===== src/rtl/fetch_pkg.sv =====
// Shared definitions for the fetch control block: opcodes, FSM states and the
// branch offset table produced by the assembler flow.
package fetch_pkg;

  localparam logic [3:0] OP_BRA  = 4'b1101;
  localparam logic [3:0] OP_BEQZ = 4'b1110;
  localparam logic [3:0] OP_HALT = 4'b1111;

  typedef enum logic [1:0] {
    IDLE,
    RUN,
    DONE
  } state_e;

  // Signed 8-bit PC offsets, indexed by Instr[3:0].
  localparam logic [7:0] BRANCH_OFFSETS [16] = '{
    8'h00, 8'h01, 8'hFD, 8'h02, 8'h04, 8'hFC, 8'h08, 8'hF8,
    8'h10, 8'hF0, 8'h7F, 8'h80, 8'h03, 8'hFE, 8'h05, 8'hFF
  };

endpackage


===== src/rtl/branch_lut.sv =====
// Combinational lookup of a branch PC offset from its 4-bit index.
module branch_lut
  import fetch_pkg::*;
(
  input  logic [3:0] idx,
  output logic [7:0] offset
);

  always_comb begin
    offset = BRANCH_OFFSETS[idx];
  end

endmodule


===== src/rtl/fetch_ctrl.sv =====
// Run/done handshake, cycle-bounded run FSM and instruction decode driving the
// fetch unit's start/Branch/Target/Halt controls.
module fetch_ctrl
  import fetch_pkg::*;
#(
  parameter int unsigned CNT_W      = 16,
  parameter int unsigned MAX_CYCLES = 4096
) (
  input  logic             CLK,
  input  logic             Reset,
  input  logic             Req,
  input  logic [8:0]       Instr,
  input  logic             CondFlag,
  output logic             start,
  output logic             Branch,
  output logic [7:0]       Target,
  output logic             Halt,
  output logic             Ack,
  output logic             Timeout,
  output logic [CNT_W-1:0] CycleCount
);

  localparam logic [CNT_W-1:0] LAST_CYCLE = CNT_W'(MAX_CYCLES - 1);

  state_e     state_q;
  logic [3:0] op;
  logic       op_halt;
  logic       take_branch;
  logic [7:0] lut_offset;
  logic       unused_instr;

  assign op           = Instr[8:5];
  assign unused_instr = Instr[4];

  branch_lut u_branch_lut (
    .idx    (Instr[3:0]),
    .offset (lut_offset)
  );

  always_comb begin
    op_halt     = (op == OP_HALT);
    take_branch = (op == OP_BRA) || ((op == OP_BEQZ) && CondFlag);
    start       = (state_q == IDLE);
    Branch      = (state_q == RUN) && take_branch;
    Halt        = ((state_q == RUN) && op_halt) || (state_q == DONE);
    Target      = Branch ? lut_offset : 8'h00;
  end

  always_ff @(posedge CLK or posedge Reset) begin
    if (Reset) begin
      state_q    <= IDLE;
      Ack        <= 1'b0;
      Timeout    <= 1'b0;
      CycleCount <= '0;
    end else begin
      case (state_q)
        IDLE: begin
          if (Req) begin
            state_q    <= RUN;
            CycleCount <= '0;
            Timeout    <= 1'b0;
          end
        end
        RUN: begin
          CycleCount <= CycleCount + CNT_W'(1);
          // HALT takes priority over the cycle limit when both land together.
          if (op_halt) begin
            state_q <= DONE;
            Ack     <= 1'b1;
            Timeout <= 1'b0;
          end else if (CycleCount == LAST_CYCLE) begin
            state_q <= DONE;
            Ack     <= 1'b1;
            Timeout <= 1'b1;
          end
        end
        DONE: begin
          if (!Req) begin
            state_q <= IDLE;
            Ack     <= 1'b0;
          end
        end
        default: begin
          state_q <= IDLE;
          Ack     <= 1'b0;
        end
      endcase
    end
  end

endmodule

===== config.mk =====
export PLATFORM = sky130hd
export DESIGN_NAME = fetch_ctrl
export DESIGN_NICKNAME = d
export VERILOG_FILES = /design/src/rtl/fetch_pkg.sv /design/src/rtl/branch_lut.sv /design/src/rtl/fetch_ctrl.sv
export SDC_FILE = /design/constraint.sdc
export NUM_CORES = 1
export LEC_CHECK = 0
export CORE_MARGIN = 2
export CORE_UTILIZATION = 41
export DETAILED_ROUTE_END_ITERATION = 10
export GPL_TIMING_DRIVEN = 0
export PLACE_DENSITY = 0.87
export SLEW_MARGIN = 20
export SYNTH_ARGS = -nofsm -noshare
export SYNTH_HDL_FRONTEND = slang
export SYNTH_SLANG_ARGS = --single-unit

===== constraint.sdc =====
create_clock -name CLK -period 1.6 [get_ports CLK]
set_clock_uncertainty 0.1 [all_clocks]
set_input_delay 0.4 -clock CLK [delete_from_list [all_inputs] [get_ports CLK]]
set_output_delay 0.4 -clock CLK [all_outputs]
set_load 0.01 [all_outputs]

==> impl_metrics.yaml <==
clock_tree:
  cts_buffers: 3
  cts_buffer_depth: 2
  cts.clk_slew.worst_paths_ps: 120
  clk-insertion-delay-late_ps: 310
  cts_tree: "built"
  cts_root_buffer: "clkbuf_4"
  numClockSinks: 20
  htreeDepth: 1
finish:
  syn_to_final_growth_pct: 74.5
  final_common_cell: "buf_4"
  final_cell_mix: "buf_4 (39), dlygate4sd2_1 (19), dfrtp_1 (14), buf_6 (14), nand2_1 (12)"
  antenna_cells: 0
  postLayoutCoreUtil_pct: 74.3
  drive_gt1_share_pct: 43.5
  fin_nets: 259
  final.fill_count: 212
worst_setup_path:
  required_ps: 1100
  cp.arrival_ps: 1720
  cp-start-kind: "flip-flop"
  path_class: "flip-flop to primary output"
  path_max_fanout: 3
  cp-end-kind: "primary output"
run_status:
  failed_checks: "setup timing"
  status: "finished, violations left"
synth:
  synth_nets: 167
  ys_seq_area_share_pct: 39.2
  netlist_area_um2: 1280
  synthDistinctLibCells: 33
  ys.warnings.count: 0
  synthCells: 148
  ys_seq_elements: 20
  avgSynthCellArea_um2: 8.63
place:
  post-place-ws_ps: -1430
  io_buffers: 40
  place_congestion: 0.837
  dp_hpwl_mm: 2.24
timing:
  rsz0062_at_grt: "yes"
  worst_slack_ps: -624
  hold_viol_final: 0
  layout_min_cycle_time_ps: 2220
  setup_viol: 16
  fmax_mhz: 450
  tns_ps: -5710
  tightestPinTransition_ps: 778
  finalCritPeriodShare_pct: 139
  slew_headroom_pct: 48.1
  finalMaxSlewViolations: 0
global_route:
  grtUsageTotal_pct: 23.5
  grt_max_degree: 21
  grt_overflow: 0
  grt_first_pass_wirelength_mm: 6.40
  antenna_found_initial: 0
  first_global_vias: 1433
route:
  wire_per_inst_um: 17.9
  drt_wl_total_mm: 4.88
  viasPerCell: 6.00
  drtPass1Iterations: 5
  ant_nets: 0
  first_iter_violations: 88
  via_count: 1632
  drc: 0
floorplan:
  coreArea_um2: 3000
  start_util_pct: 42.5
  die_h_um: 59.8
  die_area_um2: 3580
  rows: 20
  die_x_um: 59.8
  boundaryPins: 42
power:
  powerDensity_nw_per_um2: 986
  total_power_mw: 2.20
  leakage_nw: 1.10
  irDropWorstVdd_v: 0.000789
min_path:
  min_path_type: "primary input to asynchronous set/reset pin"
flow_run:
  cap_violations: 0
synth_stat cells:
library cell   n  share of area, %
nor4_4         1               1.7
nand3b_1       2               1.2
a211o_1        1              0.69
buf_2          1              0.39
dfrtp_1       20                39
buf_4          2               1.2
nor2_1        12               3.5
a21oi_1        8               3.1
o211ai_1       7               4.1
a31oi_1        3               1.5
nand4_1        7               3.4
and2_1         1              0.49
ha_1           6               5.9
o22a_1         2               1.4
and4_1         2               1.4
o41ai_1        1              0.69
a211oi_1       2               1.2
nor3_1         1              0.39
a22o_1         1              0.69
clkbuf_1       3              0.88
or4_4          1              0.88
o21ai_0       15               5.9
nor2b_1        1              0.49
o21ai_1        3               1.2
nand2b_1       2              0.98
inv_1          9               2.6
and3_1         4               2.0
and2b_1        1              0.59
nand2_1       13               3.8
o31ai_1        5               2.9
o311ai_0       1              0.69
nand3_1        7               2.7
mux2i_1        3               2.4
routing by layer:
layer / vias to the layer above / wire, um / global-route usage (%)
met3: 16 / 322 / 4.98
met5: - / 0 / 0
met2: 83 / 2440 / 42.4
met1: 797 / 2000 / 29.1
li1: 736 / - / -
met4: 0 / 122 / 4.13
power breakdown:
part           switching, mW  total, mW  internal (mW)
Combinational          0.631       1.21          0.578
Clock                  0.167      0.306          0.139
Sequential            0.0902      0.684          0.593
Total                  0.888       2.20           1.31
cell families (layout without fill, tap and decap cells):
| logic type | count (synthesis) | in the layout | synth area share, % |
|---|---|---|---|
| flops | 20 | 20 | 39.2 |
| simple gates | 55 | 55 | 23.5 |
| compound gates | 49 | 49 | 24.0 |
| mux | 3 | 3 | 2.35 |
| buf+inv | 15 | 106 | 5.09 |
| fa+ha+maj | 6 | 6 | 5.88 |
final cells by class:
cell class                 instances  area, um^2  area share, %
multi-input combinational        113         840           37.7
clock buffer                       4        36.3           1.63
timing repair buffer              89         733           32.9
buffer                             4        37.5           1.68
sequential                        20         508           22.8
tap                               33        41.3           1.85
inverter                           9        33.8           1.52
path summary, 6_finish.rpt:
path	from	endpoint	slack (ps)	cells past startpoint
max in group asynchronous	Reset	CycleCount[5]	440	2
worst min-delay path	Reset	CycleCount[15]	410	2
min in group CLK	Ack	Ack	480	2
worst min register to register	Ack	Ack	480	2
worst max register to register	CycleCount[15]	Timeout	-140	4
worst max-delay path	state_q[1]	Target[2]	-620	6
state kept, by name, summed over array words and instances, names as in the netlist:
name,flops
CycleCount,16
state_q,2
Ack,1
Timeout,1
what timing repair did:
action                                 in CTS  in global routing
endpoints found under the hold margin       0                  0
resized for setup                         112                 35
hold buffers                                0                  0
setup endpoints to repair                  38                 28
setup buffers                              39                 15
pin swaps                                  17                 15
worst max-delay path, stage by stage (launching register included):
cell	delay (ps)
dfrtp_1	410
and2b_2	240
nand4_1	140
buf_4	180
buf_4	130
a31oi_1	150
buf_2	160
metrics by stage:
| step | hold WS, ps | cell area (um^2) | std cells |
|---|---|---|---|
| after global placement | 397 | 1720 | 221 |
| final | 414 | 2230 | 272 |
| after CTS | 439 | 2020 | 259 |
| after global routing | 487 | 2230 | 272 |
| after floorplan | 264 | 1280 | 148 |
| after detailed placement | 413 | 1720 | 221 |
No activity file was read; power rests on OpenSTA's default activity.
